===== src/rtl/arbitro_temporizador.sv =====
// Shared countdown timer arbitrated round-robin among three requesters.
// The winner owns the timer until it expires, when a one-cycle done is emitted.
// A winner that drops its request before expiry releases the timer with no done.
module arbitro_temporizador #(
  parameter int WIDTH = 4
) (
  input  logic             clk,
  input  logic             reset,
  input  logic             tick_1hz,
  input  logic [2:0]       req,
  input  logic [WIDTH-1:0] dur0,
  input  logic [WIDTH-1:0] dur1,
  input  logic [WIDTH-1:0] dur2,
  output logic [2:0]       grant,
  output logic [2:0]       done,
  output logic             busy,
  output logic [WIDTH-1:0] remaining
);

  localparam logic [1:0] IDLE  = 2'd0;
  localparam logic [1:0] COUNT = 2'd1;
  localparam logic [1:0] DONE  = 2'd2;

  localparam logic [WIDTH-1:0] ONE  = {{(WIDTH-1){1'b0}}, 1'b1};
  localparam logic [WIDTH-1:0] ZERO = '0;

  logic [1:0]       state;
  logic [1:0]       last;
  logic [WIDTH-1:0] count;

  logic [1:0]       win;
  logic [2:0]       win_oh;
  logic [WIDTH-1:0] win_dur;
  logic             owner_req;

  // Next requester index, modulo 3.
  function automatic logic [1:0] next_idx(input logic [1:0] i);
    return (i == 2'd2) ? 2'd0 : i + 2'd1;
  endfunction

  // Round-robin choice: last+1, then last+2, then last itself.
  function automatic logic [1:0] rr_pick(input logic [2:0] r, input logic [1:0] l);
    logic [1:0] c1;
    logic [1:0] c2;
    c1 = next_idx(l);
    c2 = next_idx(c1);
    if (r[c1])      return c1;
    else if (r[c2]) return c2;
    else            return l;
  endfunction

  // Saturating decrement: the countdown never wraps below zero.
  function automatic logic [WIDTH-1:0] sat_dec(input logic [WIDTH-1:0] v);
    return (v == ZERO) ? v : v - ONE;
  endfunction

  // Arbitration winner, its duration, and whether the current owner still requests.
  always_comb begin
    win     = rr_pick(req, last);
    win_oh  = 3'b001 << win;
    win_dur = dur0;
    case (win)
      2'd1:    win_dur = dur1;
      2'd2:    win_dur = dur2;
      default: win_dur = dur0;
    endcase
    owner_req = |(req & grant);
  end

  // Controller: load on grant, count ticks, pulse done, or abort on request drop.
  always_ff @(posedge clk) begin
    if (reset) begin
      state <= IDLE;
      grant <= 3'b000;
      done  <= 3'b000;
      count <= ZERO;
      last  <= 2'd2;
    end else begin
      case (state)
        IDLE: begin
          done <= 3'b000;
          if (|req) begin
            state <= COUNT;
            grant <= win_oh;
            count <= win_dur;
            last  <= win;
          end
        end
        COUNT: begin
          if (!owner_req) begin
            state <= IDLE;
            grant <= 3'b000;
            count <= ZERO;
          end else if (count == ZERO) begin
            state <= DONE;
            done  <= grant;
          end else if (tick_1hz) begin
            count <= sat_dec(count);
          end
        end
        DONE: begin
          state <= IDLE;
          grant <= 3'b000;
          done  <= 3'b000;
          count <= ZERO;
        end
        default: begin
          state <= IDLE;
          grant <= 3'b000;
          done  <= 3'b000;
          count <= ZERO;
        end
      endcase
    end
  end

  assign busy      = (state != IDLE);
  assign remaining = count;

endmodule


===== config.mk =====
export PLATFORM = sky130hd
export DESIGN_NAME = arbitro_temporizador
export DESIGN_NICKNAME = d
export VERILOG_FILES = /design/src/rtl/arbitro_temporizador.sv
export SDC_FILE = /design/constraint.sdc
export NUM_CORES = 1
export LEC_CHECK = 0
export CORE_ASPECT_RATIO = 1.4
export CORE_MARGIN = 1.5
export CORE_UTILIZATION = 43
export DETAILED_ROUTE_END_ITERATION = 6
export PLACE_DENSITY = 0.86
export SETUP_SLACK_MARGIN = 0.5
export SLEW_MARGIN = 20
export SYNTH_ARGS = -nofsm -noshare
export SYNTH_HDL_FRONTEND = slang
export SYNTH_SLANG_ARGS = --single-unit

===== constraint.sdc =====
create_clock -name clk -period 2.3 [get_ports clk]
set_input_delay 0.345 -clock clk [delete_from_list [all_inputs] [get_ports clk]]
set_output_delay 0.345 -clock clk [all_outputs]
set_load 0.02 [all_outputs]

Word level (Yosys, flattened, before mapping)

Index checks and enable logic that the tools add are counted.

$add $sub $neg: 3
$lt $le $gt $ge: 2
Eq/ne operators: 10
Shifts and indexed selects: 1
Multiplexer cells: 21
Bitwise operators: 2
Reduce and logical (&&, ||, !) cells: 11

Operators by type and width:

| kind                | number |
|---|---|
| $mux 4              | 4 |
| $pmux 4 s2          | 2 |
| $mux 2              | 7 |
| $ne 3x3->1 const B  | 3 |
| $reduce_and 2->1    | 4 |
| $eq 2x2->1 const B  | 3 |
| $lt 2x3->1 const B  | 2 |
| $mux 3              | 2 |
| $pmux 3 s2          | 1 |
| $reduce_or 3->1     | 2 |
| $add 2x1->2 const B | 2 |
| $bmux 1 s2          | 2 |
| $eq 2x1->1 const B  | 2 |
| $logic_not 4->1     | 1 |
| $ne 2x2->1 const B  | 2 |
| $pmux 2 s2          | 1 |
| $sub 4x1->4 const B | 1 |
| $and 3x3->3         | 1 |
| $reduce_and 3->1    | 1 |
| $shl 1x2->3 const A | 1 |
| $logic_not 2->1     | 1 |
| $mux 1              | 2 |
| $reduce_bool 2->1   | 1 |
| $reduce_or 2->1     | 1 |
| $not 1->1           | 1 |

Flip-flop bits (word level): 14
Bits of input ports: 18
Output and inout bits: 11
Word-level logic and storage cells: 55

Longest topological paths before layout

Word-level depth: 12
Mapped depth: 9
Depth with buffers taken out: 8

Worst setup path after synthesis

No wires, ideal clock.

Kind: register to register
From: reg count[0], in the netlist remaining[0]
To: reg count[2], in the netlist remaining[2]
Setup time: 0.106 ns
Arrival time: 1.695 ns
Data required time: 2.194 ns
Slack: 0.499 ns
Stages on the path, launching flop included: 6
Path buffers: 0
Clock period less this slack: 1.801 ns
Cell sequence: dfxtp_1 > inv_1 > ha_1 > nor3b_1 > or4_1 > o311ai_0

Cells in the longest elaborated chain, start to end: 5
Elaborated cells on any way between the ends: 8
Classes of those cells: add/sub: 1; eq/ne: 1; mux: 4; reduce/logical: 2

Ends and longest elaborated chain:

| item                   | RTL line | source |
|---|---|---|
| from (decl)            | 29       | `logic [WIDTH-1:0] count;` |
| from (signal assigned) | 85       | `count <= win_dur;` |
| from (signal assigned) | 98       | `count <= sat_dec(count);` |
| $sub 4x1->4            | 54       | `return (v == ZERO) ? v : v - ONE;` |
| $mux 4                 | 97       | `end else if (tick_1hz) begin` |
| $mux 4                 | 94       | `end else if (count == ZERO) begin` |
| $mux 4                 | 90       | `if (!owner_req) begin` |
| $pmux 4 s2             | 79       | `case (state)` |

Several ways; a longest one is shown, not always the timed one. The select of a mux whose other input is x is not followed.
A chain may end at the register's enable or synchronous reset.

Worst setup path after layout

From: reg last[1]
To: reg count[3], in the netlist remaining[3]

Cells in the longest elaborated chain, start to end: 12
Elaborated cells on any way between the ends: 17
Classes of those cells: add/sub: 2; eq/ne: 4; mux: 11

Ends and longest elaborated chain:

| item                                      | RTL line | source |
|---|---|---|
| from (decl)                               | 28       | `logic [1:0] last;` |
| from (signal assigned)                    | 86       | `last <= win;` |
| $add 2x1->2 or $eq 2x2->1 (tied branches) | 38       | `return (i == 2'd2) ? 2'd0 : i + 2'd1;` |
| $mux 2 (*)                                | 38       |  |
| $add 2x1->2 or $eq 2x2->1 (tied branches) | 38       |  |
| $mux 2                                    | 38       |  |
| $bmux 1 s2                                | 48       | `else if (r[c2]) return c2;` |
| $mux 1 (not written as such)              | 48       |  |
| $mux 2                                    | 48       |  |
| $mux 2 (*)                                | 47       | `if (r[c1]) return c1;` |
| via win[0]                                | 31       | `logic [1:0] win;` |
| $eq 2x2->1 or $eq 2x1->1 (tied branches)  | 62       | `case (win)` |
| $pmux 4 s2 (*)                            | 62       |  |
| $mux 4 (*)                                | 82       | `if (\|req) begin` |
| $pmux 4 s2 (*)                            | 79       |  |

The timed path passes the listed nets; every way through them passes the cells marked *. The select of a mux whose other input is x is not followed.

==> results.md <==
* Antenna diodes at 0
* CP Cell Sequence: nor2b_4 > o32a_1 > inv_2 > ha_4 > nor2_2 > a2111oi_2 > a211o_1
* H-tree depth at 1
* Slew HR at 0.789
* Die W at 39.8 µm
* Register Area at 287 µm²
* Largest net degree at the start of global routing at 9
* Starting Density at 0.457
* Synth area leader: dfxtp_1
* Hold buffers post-CTS at 0
* Hold Crit Class: flop to flop
* Clk buf depth at 2
* Initial DRC Count at 22
* DRC at 0
* Final HPWL DP at 1770 µm
* Num Clock Sinks at 14
* Global route overflow at 0
* All-layer global routing usage at 0.240
* Synthesized flop and latch total at 14
* Share of post-route cells with drive strength above 1 at 0.239
* Final period util at 0.767
* Final setup TNS at 0 ns
* Vias in the first global route at 838
* Clk_lat worst skew at 0.29 ns
* RSZ-0062 raised after global routing: true
* Clock skew at 0.000470 ns
* Synth top cells by count: nor2_1 (15), dfxtp_1 (14), inv_1 (7)
* Share of the synthesized area in the top cell type at 0.345
* Dominant cells by area after synthesis: dfxtp_1 (34%), nor2_1 (6.9%), ha_1 (6.2%)
* Worst-path clk slew at 0.08 ns
* Detailed Routing Iterations Pass 1 at 4
* Max Freq at 567 MHz
* Critical path's top delay family: compound AO/OA/AOI/OAI gates
* Max Slew Vio Count at 0
* CP peak stage delay at 0.37 ns
* Status: finished, final reports clean
* Netlist cell types at 34
* Fin util at 0.733
* Max_cap viols at 0
* Worst path bufs/invs at 1
* Critical-path top delay cell: dfxtp_4
* Final Critical Period at 1.76 ns
* Synth Net Count at 120
* CP startpoint kind: flop
* Core Area at 1780 µm²
* Synth warn at 0
* IR drop worst, VDD at 0.560 mV
* Worst-Margin Slew at 0.316 ns
* Critical path arrival at 1.95 ns
* Async set or reset register ratio after synthesis at 0
* Leakage at 0.521 nW
* Routed vias at 919
* Die area at 2160 µm²
* DR WL/cell at 15.2 µm
* Crit. End Element: flop
* Chip height at 54.5 µm
* Crit-path max FO at 8
* Final wirelength at 2400 µm
* Global-route wire length before repair at 3510 µm
* Root Buffer: clkbuf_4
* Site row count at 18
* Initial antenna violation count at 0
* Num CTS Buffers at 3
* Req. time, crit path at 2.49 ns
* Final nets at 161
* Multi-input logic area at 579 µm²
* I/O Buffers at 28
* Syn Inst Count at 98
* Mapped Area at 813 µm²
* Post-synth EDFFs at 0
* # IOs at 29
* Avg Inst Size Synth at 8.30 µm²
* Area delta synth->final at 60.5%
* Fill count at 141
* Pwr Density at 632 nW/µm²
* Gpl congestion at 0.912
* Endpoints failing hold at 0
* Via density at 5.82
* Most common cell in the netlist: nor2_1
* Crit Path Category: flop to flop
* TritonCTS clock tree: built
* ANT nets after route at 0
* Top FF cell, synth: dfxtp_1
* Final setup fails at 0
* Sequential fraction of the synthesis area at 0.345
[per-layer routing]
layer | wire, µm | GRT usage | part of all wire
met3 | 84 | 0.0163 | 0.035
met4 | 71 | 0.144 | 0.030
met1 | 951 | 0.247 | 0.40
met2 | 1290 | 0.448 | 0.54
met5 | 0 | 0 | 0
[what timing repair did]
| action | in CTS | in global routing |
|---|---|---|
| buffers inserted | 0 | 1 |
| pin swaps | 3 | 7 |
| gates cloned | 0 | 0 |
| gates resized for setup | 16 | 11 |
| setup endpoints to repair | 9 | 6 |
[final timing paths]
check / from / to / slack, ns / depth (start not counted)
setup / recovery: last[1] / remaining[3] / 0.54 / 7
hold / removal: done[0] / done[0] / 0.50 / 2
setup reg to reg: last[1] / remaining[3] / 0.54 / 7
hold reg to reg: done[0] / done[0] / 0.50 / 2
[worst reg2reg max path: cells and delay by family (launching register included)]
kind	cells	cell delay, ns
compound gates	3	0.68
flops	1	0.37
fa+ha+maj	1	0.24
simple gates	2	0.23
buf+inv	1	0.14
[cell families after synthesis]
kind of cell / after synthesis / synth area share
AOI/OAI and AO/OA: 26 / 0.249
adders and majority gates: 4 / 0.0615
buffers and inverters: 9 / 0.0415
DFF: 14 / 0.345
muxes: 4 / 0.0492
and+or+nand+nor: 41 / 0.254
[final cells by class]
class,count,area share
tap,20,0.0192
inverter,7,0.0201
multi-input combinational,75,0.444
sequential,14,0.220
timing repair buffer,38,0.269
clock buffer,4,0.0278
[power by group]
| part | internal (mW) | switching, mW |
|---|---|---|
| clock | 0.0966 | 0.0856 |
| sequential | 0.268 | 0.0317 |
| combinational | 0.179 | 0.165 |
| total | 0.543 | 0.282 |
[registers in the layout, indices dropped and copies added (netlist names)]
register / cells
state: 2
remaining: 4
grant: 3
done: 3
last: 2
[layout by cell type, fill, tap and decap left out, drive strengths merged, types with 2 or more instances in the layout]
cell type,instances
mux2i,4
a22oi,4
nor3,4
a22o,3
a211o,2
clkbuf,4
or2,3
o32a,2
clkdlybuf4s50,24
dfxtp,14
nand2b,2
nor3b,3
or4,2
o311ai,2
dlygate4sd2,3
ha,4
buf,10
nor2,15
inv,7
a21oi,3
o211ai,2
nand2,6
[per-stage QoR]
stage | power [mW] | worst slack, ns | std cells | instance area, µm² | hold WS [ns]
global route | 0.865 | 0.467 | 158 | 1310 | 0.526
detailed placement | 0.594 | -0.0685 | 153 | 1180 | 0.485
floorplan | 0.464 | 0.515 | 98 | 815 | 0.417
CTS | 0.798 | 0.500 | 157 | 1260 | 0.505
global placement | 0.584 | 0.0104 | 153 | 1180 | 0.480
finish | 0.825 | 0.536 | 158 | 1310 | 0.505
No activity file was read; power rests on OpenSTA's default activity.
